--- src/rtl/fifo_tx_sequencer_pkg.sv ---
// fifo_tx_sequencer_pkg
//   Shared definitions for the FIFO -> UART TX sequencer:
//   - default word width
//   - 3-bit state encoding of the sequencer FSM
//   - small helper for sizing the shared timer
package fifo_tx_sequencer_pkg;

  localparam int DEF_WORD_LEN = 8;

  localparam logic [2:0] ST_IDLE  = 3'd0;
  localparam logic [2:0] ST_POP   = 3'd1;
  localparam logic [2:0] ST_LOAD  = 3'd2;
  localparam logic [2:0] ST_START = 3'd3;
  localparam logic [2:0] ST_ACK   = 3'd4;
  localparam logic [2:0] ST_DRAIN = 3'd5;
  localparam logic [2:0] ST_GAP   = 3'd6;

  typedef enum logic [2:0] {
    IDLE  = ST_IDLE,
    POP   = ST_POP,
    LOAD  = ST_LOAD,
    START = ST_START,
    ACK   = ST_ACK,
    DRAIN = ST_DRAIN,
    GAP   = ST_GAP
  } seq_state_t;

  function automatic int max2(input int a, input int b);
    return (a > b) ? a : b;
  endfunction

endpackage

--- src/rtl/fifo_tx_sequencer_timer.sv ---
// cycle_timer
//   Loadable down-counter shared by the ACK timeout and the inter-character gap.
//   Ports:
//     clk, rst       clock, synchronous active-high reset
//     load, load_val load the counter (load has priority over dec)
//     dec            decrement by one; saturates at zero
//     cnt            current count
//     zero           cnt == 0
module cycle_timer #(
  parameter int W = 4
) (
  input  logic         clk,
  input  logic         rst,
  input  logic         load,
  input  logic [W-1:0] load_val,
  input  logic         dec,
  output logic [W-1:0] cnt,
  output logic         zero
);

  always_ff @(posedge clk) begin
    if (rst)                  cnt <= '0;
    else if (load)            cnt <= load_val;
    else if (dec && cnt != 0) cnt <= cnt - W'(1);
  end

  assign zero = (cnt == '0);

endmodule

--- src/rtl/fifo_tx_sequencer.sv ---
// fifo_tx_sequencer
//   Drains a byte FIFO into a UART transmitter: pops one word whenever the
//   FIFO is non-empty, the transmitter idle and transfers enabled, strobes
//   tx_start, waits for the character to finish, then optionally idles for
//   GAP_CYCLES clocks. A missing busy acknowledge sets a sticky error.
//   Ports:
//     clk, rst              clock, synchronous active-high reset
//     en                    permit new transfers (looked at only in IDLE)
//     fifo_empty, fifo_out  FIFO status / registered read data
//     fifo_re               FIFO read strobe, one cycle per word
//     tx_busy               transmitter busy
//     tx_start, tx_data     start strobe and character to the transmitter
//     active                sequencer not idle
//     sent_count            completed characters (wraps)
//     err, err_clr          sticky ACK-timeout flag and its clear
module fifo_tx_sequencer
  import fifo_tx_sequencer_pkg::*;
#(
  parameter int WORD_LEN    = DEF_WORD_LEN,
  parameter int GAP_CYCLES  = 0,
  parameter int ACK_TIMEOUT = 1023
) (
  input  logic                clk,
  input  logic                rst,
  input  logic                en,
  input  logic                fifo_empty,
  input  logic [WORD_LEN-1:0] fifo_out,
  output logic                fifo_re,
  input  logic                tx_busy,
  output logic                tx_start,
  output logic [WORD_LEN-1:0] tx_data,
  output logic                active,
  output logic [15:0]         sent_count,
  output logic                err,
  input  logic                err_clr
);

  localparam int TW = $clog2(max2(ACK_TIMEOUT, GAP_CYCLES) + 1);

  seq_state_t          state;
  logic [WORD_LEN-1:0] data_q;
  logic                load_q;   // high while in LOAD: fifo_out is the live word

  logic          tmr_load, tmr_dec, tmr_zero;
  logic [TW-1:0] tmr_val, tmr_cnt;

  // Timer is loaded on the way into ACK and on the way into GAP; it counts
  // down while waiting for busy and while idling in GAP.
  always_comb begin
    tmr_load = 1'b0;
    tmr_dec  = 1'b0;
    tmr_val  = '0;
    case (state)
      START: begin
        tmr_load = 1'b1;
        tmr_val  = TW'(ACK_TIMEOUT);
      end
      ACK:   tmr_dec = !tx_busy;
      DRAIN: begin
        tmr_load = !tx_busy;
        tmr_val  = (GAP_CYCLES > 0) ? TW'(GAP_CYCLES - 1) : '0;
      end
      GAP:   tmr_dec = 1'b1;
      default: ;
    endcase
  end

  cycle_timer #(.W(TW)) u_timer (
    .clk      (clk),
    .rst      (rst),
    .load     (tmr_load),
    .load_val (tmr_val),
    .dec      (tmr_dec),
    .cnt      (tmr_cnt),
    .zero     (tmr_zero)
  );

  always_ff @(posedge clk) begin
    if (rst) begin
      state      <= IDLE;
      fifo_re    <= 1'b0;
      tx_start   <= 1'b0;
      data_q     <= '0;
      load_q     <= 1'b0;
      active     <= 1'b0;
      sent_count <= '0;
      err        <= 1'b0;
    end else begin
      fifo_re  <= 1'b0;
      tx_start <= 1'b0;
      load_q   <= 1'b0;
      // A timeout in the same cycle overrides this below.
      if (err_clr) err <= 1'b0;
      case (state)
        IDLE: begin
          if (en && !fifo_empty && !tx_busy) begin
            state   <= POP;
            fifo_re <= 1'b1;
            active  <= 1'b1;
          end
        end
        POP: begin
          state  <= LOAD;
          load_q <= 1'b1;
        end
        LOAD: begin
          data_q   <= fifo_out;
          state    <= START;
          tx_start <= 1'b1;
        end
        START: state <= ACK;
        ACK: begin
          if (tx_busy) begin
            state <= DRAIN;
          end else if (tmr_cnt == TW'(1)) begin
            // Last wait cycle expires: drop the character.
            err    <= 1'b1;
            state  <= IDLE;
            active <= 1'b0;
          end
        end
        DRAIN: begin
          if (!tx_busy) begin
            sent_count <= sent_count + 16'd1;
            if (GAP_CYCLES > 0) begin
              state <= GAP;
            end else begin
              state  <= IDLE;
              active <= 1'b0;
            end
          end
        end
        GAP: begin
          if (tmr_zero) begin
            state  <= IDLE;
            active <= 1'b0;
          end
        end
        default: begin
          state  <= IDLE;
          active <= 1'b0;
        end
      endcase
    end
  end

  // Word is visible straight from the FIFO during LOAD, then held in data_q.
  assign tx_data = load_q ? fifo_out : data_q;

endmodule

--- config.mk ---
export PLATFORM = sky130hd
export DESIGN_NAME = fifo_tx_sequencer
export DESIGN_NICKNAME = d
export VERILOG_FILES = /design/src/rtl/fifo_tx_sequencer_pkg.sv /design/src/rtl/fifo_tx_sequencer_timer.sv /design/src/rtl/fifo_tx_sequencer.sv
export SDC_FILE = /design/constraint.sdc
export NUM_CORES = 1
export LEC_CHECK = 0
export BUFFER_PORTS_ARGS = -buffer_cell sky130_fd_sc_hd__buf_4
export CELL_PAD_IN_SITES_DETAIL_PLACEMENT = 0
export CELL_PAD_IN_SITES_GLOBAL_PLACEMENT = 2
export CORE_AREA = 2 2 71 123
export DETAILED_ROUTE_END_ITERATION = 8
export DIE_AREA = 0 0 73 125
export MAX_ROUTING_LAYER = met4
export PLACE_DENSITY_LB_ADDON = 0.1
export SLEW_MARGIN = 10
export SYNTH_ARGS = -nofsm -noshare
export SYNTH_HDL_FRONTEND = slang
export SYNTH_SLANG_ARGS = --single-unit
export TNS_END_PERCENT = 5
--- constraint.sdc ---
create_clock -name clk -period 1.9 [get_ports clk]
set_clock_uncertainty 0.2 [all_clocks]
set_input_delay 0.38 -clock clk [delete_from_list [all_inputs] [get_ports clk]]
set_output_delay 0.38 -clock clk [all_outputs]
set_load 0.02 [all_outputs]
Word-level counts from Yosys, hierarchy flattened
Index checks and enable logic that the tools add are counted.
{ "totals": {"reg_bits": 42, "in_bits": 14, "out_inout_bits": 28, "word_cells": 66} }
{ "classes": {"addsub": 2, "n_eq_ne": 13, "mux": 25, "bitwise": 3, "reduce_logical": 14} }
{ "ops": {"columns": ["op", "n"], "rows": [
  ["two-way mux 10 bit", 3],
  ["case mux 3 bit (7 select lines)", 1],
  ["adder 16 x 1 -> 16 bit (second input constant)", 1],
  ["two-way mux 3 bit", 5],
  ["two-way mux 1 bit", 12],
  ["== test 10 x 1 -> 1 bit (second input constant)", 1],
  ["zero test 10 bit", 1],
  ["inequality test 2 bit (second input constant)", 5],
  ["nonzero test 10 bit", 1],
  ["subtractor 10 x 1 -> 10 bit (second input constant)", 1],
  ["== test 3 bit (second input constant)", 3],
  ["two-way mux 8 bit", 1],
  ["== test 3 x 2 -> 1 bit (second input constant)", 2],
  ["AND reduction 6 bit", 1],
  ["case mux 1 bit (5 select lines)", 1],
  ["case mux 1 bit (2 select lines)", 2],
  ["AND reduction 4 bit", 1],
  ["== test 3 x 1 -> 1 bit (second input constant)", 1],
  ["logical AND 1 bit", 3],
  ["zero test 3 bit", 1],
  ["inequality test 3 bit (second input constant)", 1],
  ["inverter 1 bit", 3],
  ["OR reduction 3 bit", 1],
  ["zero test 1 bit", 2],
  ["other kinds (3)", 3]
]} }

Longest topological paths before layout
Gate-level depths: netlist of run 1.
{ "logic_depth": {"ltp_word": 5, "depth_mapped": 7, "depth_no_buf": 6} }

Cells and area by module
A second synthesis of run 1 with hierarchy kept.
{ "unflattened": {"hier_cells": 244, "hier_area_um2": 2178.3} }
{ "modules_own_cells": {"columns": ["mod", "instances", "cells_each", "area_per_inst_um2", "seq_area_each_um2"], "rows": [
  ["fifo_tx_sequencer", 1, 172, 1551.5, 640.6],
  ["cycle_timer", 1, 72, 626.9, 200.2]
]} }

Worst setup path before layout of run 1
No wires, ideal clock.
{ "synth_path": {"kind": "register to register", "from": "register u_timer.cnt[0]", "to": "register u_timer.cnt[4]", "setup_time_ns": 0.139, "arrival_time_ns": 1.631, "required_ns": 1.561, "slack_ns": -0.071, "stages_incl_launch_ff": 8, "n_path_buf": 1, "synth_period_minus_slack_ns": 1.971, "cell_sequence": "dfxtp_1 inv_1 ha_1 or3b_2 nor4_4 or3_1 buf_4 o32ai_1"} }
{ "synth_between": {"elab_chain_len": 3, "elab_cells_between_ends": 6, "classes_between": "1 x add/sub; 2 x mux; 3 x reduce/logical"} }
{ "synth_lines": {"columns": ["item", "line", "text"], "rows": [
  ["from (decl)", "fifo_tx_sequencer_timer.sv:17", "output logic [W-1:0] cnt,"],
  ["from (signal assigned)", "fifo_tx_sequencer_timer.sv:23", "else if (load) cnt <= load_val;"],
  ["from (signal assigned)", "fifo_tx_sequencer_timer.sv:24", "else if (dec && cnt != 0) cnt <= cnt - W'(1);"],
  ["subtractor 10 x 1 -> 10 bit / nonzero test 10 bit (equally long branches)", "fifo_tx_sequencer_timer.sv:24", null],
  ["two-way mux 10 bit / logical AND 1 bit (equally long branches)", "fifo_tx_sequencer_timer.sv:24", null],
  ["two-way mux 10 bit / nonzero test 2 bit (equally long branches)", null, null]
]} }
Parallel ways exist; a longest one is shown, timed or not. The select of a mux whose other input is x is not followed.
A chain may end at the register's enable or synchronous reset.

Worst setup path in the final report of run 1
{ "layout_path": {"from": "register u_timer.cnt[1]", "to": "register u_timer.cnt[8]"} }
The elaborated chain is that of the path after synthesis.

==> out/metrics.sh, run 1 <==
OUTCOME='finished with violations'
VIOLATIONS='negative setup slack'
TIMING.FINAL.SETUP_VIOLATIONS=11
GR-TOTAL-OVERFLOW=0
YOSYSSEQAREASHARE_PCT=36.4
MAXCAPVIOLATIONS=0
CRIT_PATH_START_KIND='flop'
FIN_WS_PS=-52.9
NUMBER_OF_BUFFERS_CREATED_BY_CTS=5
TOTAL_OF_FILL_CELLS_IN_THE_FINISHED_DESIGN=867
DIEHEIGHT_UM=125
IO-PIN-COUNT=42
DRIVE_ABOVE_1_SHARE_PCT=41.6
LEAK_PWR_nW=1.35
INITIAL_CORE_UTIL_PCT=28.1
HOLDPATHSTAGES=3
SYNTH_ASYNC_SR_FLOP_SHARE_PCT=0
FIN_TNS_SETUP_PS=-356
TIMING.RR.START='u_timer.cnt[1]'
GRT_START_MAX_NET_PINS=36
WORSTPATHARRIVAL_PS=1950
REPORT.FINAL.SLEW_VIOL_COUNT=0
DIE_AREA_SQ_UM=9130
AREAGROWTHSYNTHTOFINISH_PCT=44.4
SYNTH.YOSYS.WARNINGS=0
CLOCKROOTBUFFER='clkbuf_16'
GRT_FIRST_PASS_WIRELENGTH_UM=11000
TIGHTEST_SLEW_PS=491
GROUTE.USAGE.OVERALL_PCT=15.9
PATH_MAX_FANOUT=9
SYN_INST=275
WP_DATA_REQUIRED_PS=1900
PLACE_INST=442
FMAX_GHz=0.512
WORST_R2R_ENDPOINT='u_timer.cnt[8]'
WORSTREGTOREGCELLS=7
POSTROUTEWIRELENGTH_UM=6790
FIRST_GLOBAL_VIAS=2266
DETAILROUTE.VIA_COUNT=2277
MOSTFREQUENTLAYOUTCELL='buf_4'
CHIPWIDTH_UM=73
WL_PER_CELL_UM=15.1
VIAS_PER_CELL=5.06
AVGSYNTHCELLAREA_SQ_UM=8.39
INITIAL_ANTENNA_VIOLATION_COUNT=0
CORE_AREA_SQ_UM=8200
SYNTHDISTINCTLIBCELLS=52
HP-START='fifo_out[2]'
CRITICAL_PATH.ENDPOINT_TYPE='flop'
MAX-CLOCK-PATH-BUFFERS=2
DP.FINAL_HPWL_UM=5020
LAYOUT.CELLS.MOST_COMMON_LIST='buf_4 (93), dfxtp_1 (35), nor2_1 (27)'
DETAIL_ROUTE.DRC_VIOLATIONS=0
CLKTRANSATPATHREGS_PS=60
ROUTABILITYCONGESTION=0.767
SYNTH_FLOP_CELL='dfxtp_1'
POSTPLACECELLAREA_SQ_UM=3070
CRITPATHKIND='reg2reg'
GRT_SETUP_UNREPAIRED='true'
SYNTHESIS.AREA_SQ_UM=2310
SETUP.WORST_PATH.START='u_timer.cnt[1]'
MAX_SLEW_MARGIN_VS_LIMIT_PCT=67.0
FINALHOLDVIOLCOUNT=0
POWER_PER_CELL_AREA_nW_PER_UM2=1350
CTS_TREE='built'
CLOCK_SINK_COUNT=42
WORST_HOLD_PATH.ENDPOINT='data_q[2]'
FIRSTDRTPASSITERS=4
NUM_ANTENNA_CELLS=0
FINAL_CELL_COUNT_NO_FILL=450
REG2REG_SLACK_PS=-50
DRTITER0DRC=109
WORSTSKEWPAIRLATENCY_PS=290
CTS_HOLD_BUFFERS=0
IRDROPWORSTVDD_mV=0.525
STD_CELL_ROWS=44
MIN_PATH_TYPE='in2reg'
DESIGN_AREA_SQ_UM=3330
FINAL.MIN_CLOCK_PERIOD_PS=1950
SYNTH.FF_LATCH_COUNT=42
FINALNETCOUNT=374
POST-ROUTE-PERIOD-UTIL_PCT=103
POST_SYN_NETS=292
CLOCK_TREE.HTREE_LEVEL_COUNT=2
EDFF_COUNT_SYNTH=0
DRT.ANTENNA.VIOLATING_NETS=0
NUMPORTBUFFERS=41
==> logic make-up after synthesis <==
group,Yosys count,share of synthesized area [%]
AND/OR/NAND/NOR,121,30.0
flip-flops,42,36.4
adder cells (fa/ha/maj),3,1.63
multiplexers,13,6.34
AO/OA/AOI/OAI,54,15.6
XOR/XNOR,10,3.80
buffers and inverters,32,6.24
==> worst max-delay path by stage <==
stage	endpoint	cells after the start
finish	u_timer.cnt[8]	7
global placement	err	8
CTS	u_timer.cnt[4]	6
detailed placement	err	8
global route	u_timer.cnt[4]	6
floorplan	u_timer.cnt[3]	7
==> sequential cells by signal, summed over array words and instances (netlist names) <==
signal	count
tx_start	1
fifo_re	1
state	3
sent_count	16
load_q	1
data_q	8
active	1
u_timer.cnt	10
err	1
==> cell type report <==
| type | instances | area (sq um) | share of cell area, % |
|---|---|---|---|
| Multi-Input combinational cell | 201 | 1420 | 42.7 |
| Sequential cell | 42 | 850 | 25.5 |
| Timing Repair Buffer | 97 | 761 | 22.8 |
| Clock buffer | 5 | 125 | 3.76 |
| Clock inverter | 3 | 21.3 | 0.639 |
| Tap cell | 92 | 115 | 3.46 |
| Inverter | 10 | 37.5 | 1.13 |
==> power by group <==
group | switching [mW] | internal, mW | total [mW]
registers | 0.131 | 1.02 | 1.15
logic | 1.27 | 1.22 | 2.48
clock network | 0.384 | 0.487 | 0.871
==> critical path: stages, from the launching register on <==
cell	delay, ps
dfxtp_1	340
inv_1	60
ha_2	170
or3b_4	240
nor4_4	40
or3_4	400
buf_12	160
o32ai_1	240
==> cells in the mapped netlist (all sizes together), types with 3 or more instances <==
master  number  area [sq um]
dfxtp       42           841
nor2        28           105
nand2       24          90.1
a21oi       23           115
nor4        17           143
mux2        13           146
buf         11          61.3
clkbuf      11          45.1
inv         10          37.5
nand2b       8          50.1
nand3        8          40.0
a31oi        7          43.8
o32ai        7          61.3
xnor2        7          61.3
a211oi       5          47.5
nor2b        5          31.3
and2         4          25.0
ha           3          37.5
nand4        3          18.8
nor3         3          15.0
o21ai        3          15.0
o41ai        3          26.3
or4          3          26.3
xor2         3          26.3
==> stage by stage <==
| step | power, mW | util, % | hold slack, ps | setup WS [ps] |
|---|---|---|---|---|
| 2_1_floorplan | 2.53 | - | 234 | -18.9 |
| 3_3_place_gp | 3.45 | 37.5 | 242 | -250 |
| 3_5_place_dp | 3.43 | 37.5 | 245 | -277 |
| 4_1_cts | 4.45 | 39.8 | 131 | -70.7 |
| 5_1_grt | 4.82 | 40.6 | 154 | -162 |
| 6_report | 4.51 | 40.6 | 141 | -52.9 |
==> per-layer routing <==
layer / GRT usage [%] / wire (um)
met1: 16.6 / 2660
met2: 28.7 / 3850
met3: 2.66 / 172
met4: 5.56 / 103
met5: - / 0
==> repair_timing <==
item / in CTS / in global routing
endpoints found under the setup margin: 27 / 19
resized for setup: 11 / 16
pin swaps: 0 / 4
endpoints found under the hold margin: 0 / 0
buffers inserted: 0 / 0
No activity file was read; power rests on OpenSTA's default activity.
==> run 2: changes to the inputs <==
--- a/config.mk
+++ b/config.mk
@@ -8,13 +8,14 @@
 export BUFFER_PORTS_ARGS = -buffer_cell sky130_fd_sc_hd__buf_4
 export CELL_PAD_IN_SITES_DETAIL_PLACEMENT = 0
 export CELL_PAD_IN_SITES_GLOBAL_PLACEMENT = 2
-export CORE_AREA = 2 2 71 123
+export CORE_AREA = 2 2 68 118
 export DETAILED_ROUTE_END_ITERATION = 8
-export DIE_AREA = 0 0 73 125
+export DIE_AREA = 0 0 70 120
 export MAX_ROUTING_LAYER = met4
 export PLACE_DENSITY_LB_ADDON = 0.1
 export SLEW_MARGIN = 10
 export SYNTH_ARGS = -nofsm -noshare
 export SYNTH_HDL_FRONTEND = slang
+export SYNTH_HIERARCHICAL = 1
 export SYNTH_SLANG_ARGS = --single-unit
 export TNS_END_PERCENT = 5
==> run 2 against run 1 <==
The run still ends with negative setup slack left. First-iteration DRC count decreased by 70%. Combinational power decreased by 83%. Flip-flop and latch count unchanged. Die area decreased by 7.9%. Setup slack got worse by 49 ps. Hold slack got worse by 5.8 ps. Via count decreased by 9.5%. Critical endpoint is now active.
==> out/metrics.sh, run 2 <==
CLOCK_SINK_COUNT=42  # unchanged
WORSTREGTOREGCELLS=6  # -1
POST_CTS.REPAIR.SETUP_BUFFERS=0  # unchanged
CRITICAL_PATH.ENDPOINT_TYPE='flop'
FIRST_GLOBAL_VIAS=2034  # -10%
FINAL.MIN_CLOCK_PERIOD_PS=2000  # +49.1 ps
SYNTHDISTINCTLIBCELLS=54  # +3.8%
GRT_SETUP_UNREPAIRED='true'
SYN_INST=244  # -11%
SYNTHESIS.AREA_SQ_UM=2180  # -5.6%
DIE_AREA_SQ_UM=8400  # -7.9%
AREAGROWTHSYNTHTOFINISH_PCT=42.1
CLOCK_TREE.HTREE_LEVEL_COUNT=2  # unchanged
GRT_START_MAX_NET_PINS=24  # -33%
WP_DATA_REQUIRED_PS=1880  # -20 ps
FMAX_GHz=0.500  # -2.5%
SYNTH.FF_LATCH_COUNT=42  # unchanged
SWITCHINGPOWER_uW=588  # -67%
WORST_HOLD_PATH.ENDPOINT='data_q[2]'
FINAL_CELL_COUNT_NO_FILL=413  # -8.2%
STD_CELL_ROWS=42  # -4.5%
LEAK_PWR_nW=1.22  # -9.3%
REGISTER_AREA_SQ_UM=848  # -0.15%
DETAILEDPLACE.WORSTSLACK_PS=-274  # +3.12 ps
SYNTH_ASYNC_SR_FLOP_SHARE_PCT=0  # unchanged
TIMING.FINAL.SETUP_VIOLATIONS=8  # -3
POSTPLACECELLAREA_SQ_UM=2920  # -5.0%
DIEHEIGHT_UM=120  # -4.0%
FIN_WS_PS=-102  # -49.1 ps
FINALNETCOUNT=340  # -9.1%
MIN_PATH_TYPE='in2reg'
CORE_AREA_SQ_UM=7460  # -9.0%
WL_PER_CELL_UM=14.4  # -4.5%
TIGHTEST_SLEW_PS=416  # -75.2 ps
DRTITER0DRC=33  # -70%
FIRSTDRTPASSITERS=4  # unchanged
DRIVE_ABOVE_1_SHARE_PCT=39.4  # -2.2 points
VIOLATIONS='negative setup slack'
WORSTPATHARRIVAL_PS=1980  # +30 ps
COMB_POWER_SHARE_PCT=18.6  # -37 points
POST_SYNTH_ADDER_CELL_AREA_PCT=1.15  # -0.48 points
IO-PIN-COUNT=42  # unchanged
POST_SYN_NETS=260  # -11%
REG2REG_SLACK_PS=-100  # -50 ps
MUX_SHARE_OF_POST_SYNTHESIS_CELL_AREA_PCT=8.73  # +2.4 points
CRIT_SLOWEST_CELL='nor4_1'
NUMPORTBUFFERS=41  # unchanged
MOSTFREQUENTLAYOUTCELL='buf_4'
SYNTH_XOR_AREA_SHARE_PCT=3.62  # -0.18 points
WORST_PATH_DOMINANT_CELL_FAMILY='simple AND/OR/NAND/NOR gates'
SYNTH_TOP_FAMILY_BY_AREA='simple AND/OR/NAND/NOR gates'
YOSYSSEQAREASHARE_PCT=38.6  # +2.2 points
INITIAL_CORE_UTIL_PCT=29.2  # +1.1 points
MAXCAPVIOLATIONS=0  # unchanged
EDFF_COUNT_SYNTH=0  # unchanged
SYNTH.YOSYS.WARNINGS=6  # +6
HP-START='fifo_out[2]'
SYNTH_AREA_LEADERS='dfxtp_1 (39%), nor2_1 (5.0%), mux2i_1 (4.6%)'
SYNTHDOMINANTAREACELLTYPE='dfxtp_1'
POST-ROUTE-PERIOD-UTIL_PCT=105  # +2.6 points
HOLD_WS_PS=136  # -5.78 ps
TOTAL_OF_FILL_CELLS_IN_THE_FINISHED_DESIGN=787  # -9.2%
CHIPWIDTH_UM=70  # -4.1%
MAX-CLOCK-PATH-BUFFERS=2  # unchanged
HOLDPATHSTAGES=3  # unchanged
MULTI_INPUT_AREA_SQ_UM=1290  # -8.9%
IRDROPWORSTVDD_mV=0.531  # +1.1%
REPORT.FINAL.SLEW_VIOL_COUNT=0  # unchanged
POSTROUTEWIRELENGTH_UM=5950  # -12%
SYNTHMOSTINSTANTIATEDCELL='dfxtp_1'
WORST_PATH_LARGEST_CELL_DELAY_PS=360  # -40 ps
CRITICAL_PATH.CELL_CHAIN='buf_4, nor4_1, buf_4, nand4b_1, and3b_1, o22a_1'
DRT.ANTENNA.VIOLATING_NETS=0  # unchanged
CRIT_PATH_FREQUENT_CELL='buf_4'
GROUTE.USAGE.OVERALL_PCT=15.4  # -0.41 points
OUTCOME='finished with violations'
INITIAL_ANTENNA_VIOLATION_COUNT=0  # unchanged
CLOCK_POWER_SHARE_PCT=39.0  # +20 points
CRIT_PATH_START_KIND='flop'
NET_SWITCHING_FRACTION_OF_THE_POWER_PCT=26.2  # -13 points
NUMBER_OF_BUFFERS_CREATED_BY_CTS=5  # unchanged
MAX_SLEW_MARGIN_VS_LIMIT_PCT=72.0  # +5.1 points
LAYOUT_TOP_REGISTERS='sent_count x16, u_timer/cnt x10, data_q x8'
WORSTPATHBUFFERINVERTERCOUNT=2  # unchanged
DETAIL_ROUTE.DRC_VIOLATIONS=0  # unchanged
PLACE_INST=405  # -8.4%
CLOCKROOTBUFFER='clkbuf_16'
FINALHOLDVIOLCOUNT=0  # unchanged
NUM_ANTENNA_CELLS=0  # unchanged
PATH_MAX_FANOUT=3  # -6
VIAS_PER_CELL=4.99  # -1.4%
DP.FINAL_HPWL_UM=4470  # -11%
POWER.INTERNAL_mW=1.65  # -39%
WORST_R2R_ENDPOINT='active'
REGMOSTFLOPS='sent_count'
SYNTHSIMPLEGATEAREAFRAC_PCT=28.8  # -1.2 points
ROUTABILITYCONGESTION=0.767  # about the same
SYNTH_COMPOUND_GATE_AREA_SHARE_PCT=14.5  # -1.0 points
CRITPATHKIND='reg2reg'
LAYOUT.CELLS.MOST_COMMON_LIST='buf_4 (86), dfxtp_1 (36), nor2_1 (29)'
SYNTH_TOP_CELLS_BY_COUNT='dfxtp_1 (42), nor2_1 (29), a21oi_1 (17)'
LARGEST_REGISTER_FFS=16  # unchanged
DESIGN_AREA_SQ_UM=3100  # -7.1%
PORTION_OF_SYNTHESIZED_CELL_AREA_OCCUPIED_BY_THE_LEADING_CELL_TYPE_PCT=38.6  # +2.2 points
GR-TOTAL-OVERFLOW=0  # unchanged
TIMING.RR.START='u_timer/cnt[4]'
CTS_HOLD_BUFFERS=0  # unchanged
CLKTRANSATPATHREGS_PS=60  # about the same
DETAILROUTE.VIA_COUNT=2061  # -9.5%
GRT_FIRST_PASS_WIRELENGTH_UM=9890  # -9.9%
CTS_TREE='built'
AVGSYNTHCELLAREA_SQ_UM=8.93  # +6.4%
POWER_PER_CELL_AREA_nW_PER_UM2=724  # -46%
SEQ_POWER_SHARE_PCT=42.4  # +17 points
WORSTSKEWPAIRLATENCY_PS=290  # about the same
SYNTH_FLOP_CELL='dfxtp_1'
[run 2: routing by layer]
metal	vias up	global-route usage, %	part of all wire, %
met5	-	-	0
met4	0	8.29	3.4
met3	14	2.27	3.3
met2	39	27.3	54
met1	960	16.4	39
li1	1048	-	-
[run 2: power groups by stage]
| stage | logic [mW] | registers, mW | clock network [mW] |
|---|---|---|---|
| after floorplan | 0.239 | 0.965 | 0 |
| after global placement | 0.418 | 0.968 | 0 |
| after detailed placement | 0.417 | 0.968 | 0 |
| after CTS | 0.421 | 0.950 | 0.915 |
| after global routing | 0.455 | 0.956 | 0.942 |
| final | 0.417 | 0.950 | 0.875 |
[run 2: layout make-up]
cell class	instances	share of cell area (%)
clock buffer	7	4.61
clock inverter	1	0.162
inverter	9	1.21
multi-input combinational	179	41.8
sequential	42	27.4
tap	88	3.56
timing repair buffer	87	21.2
[run 2: repair_timing]
action,4_1_cts,5_1_grt
gates cloned,0,0
endpoints found under the setup margin,26,16
hold endpoints to repair,0,0
resized for setup,6,4
pin swaps,6,4
[run 2: through the flow]
step / utilization (%) / total power, mW / setup TNS, ps
finish: 41.5 / 2.24 / -389
global placement: 39.1 / 1.39 / -2130
detailed placement: 39.1 / 1.38 / -2450
floorplan: - / 1.20 / -1140
CTS: 41.3 / 2.29 / -503
global route: 41.5 / 2.35 / -1420
[run 2: cell families after synthesis]
| group | count (synthesis) |
|---|---|
| DFF | 42 |
| and+or+nand+nor | 106 |
| adders and majority gates | 2 |
| buffers and inverters | 23 |
| xor gates and xnor gates | 9 |
| muxes | 18 |
| AOI/OAI and AO/OA | 44 |
[run 2: worst max-delay path by stage]
| stage | start | to | slack [ps] | cells after the start |
|---|---|---|---|---|
| 2_1_floorplan | u_timer/cnt[0] | active | -140 | 8 |
| 5_1_grt | u_timer/cnt[1] | u_timer/cnt[5] | -210 | 7 |
| 3_5_place_dp | tx_busy | u_timer/cnt[8] | -270 | 7 |
| 6_report | u_timer/cnt[4] | active | -100 | 6 |
| 3_3_place_gp | tx_busy | u_timer/cnt[8] | -240 | 7 |
| 4_1_cts | u_timer/cnt[1] | u_timer/cnt[5] | -110 | 7 |
[run 2: worst min-delay path: stages]
cell     delay, ps
buf_4           80
mux2i_1         50
nor2_1          70
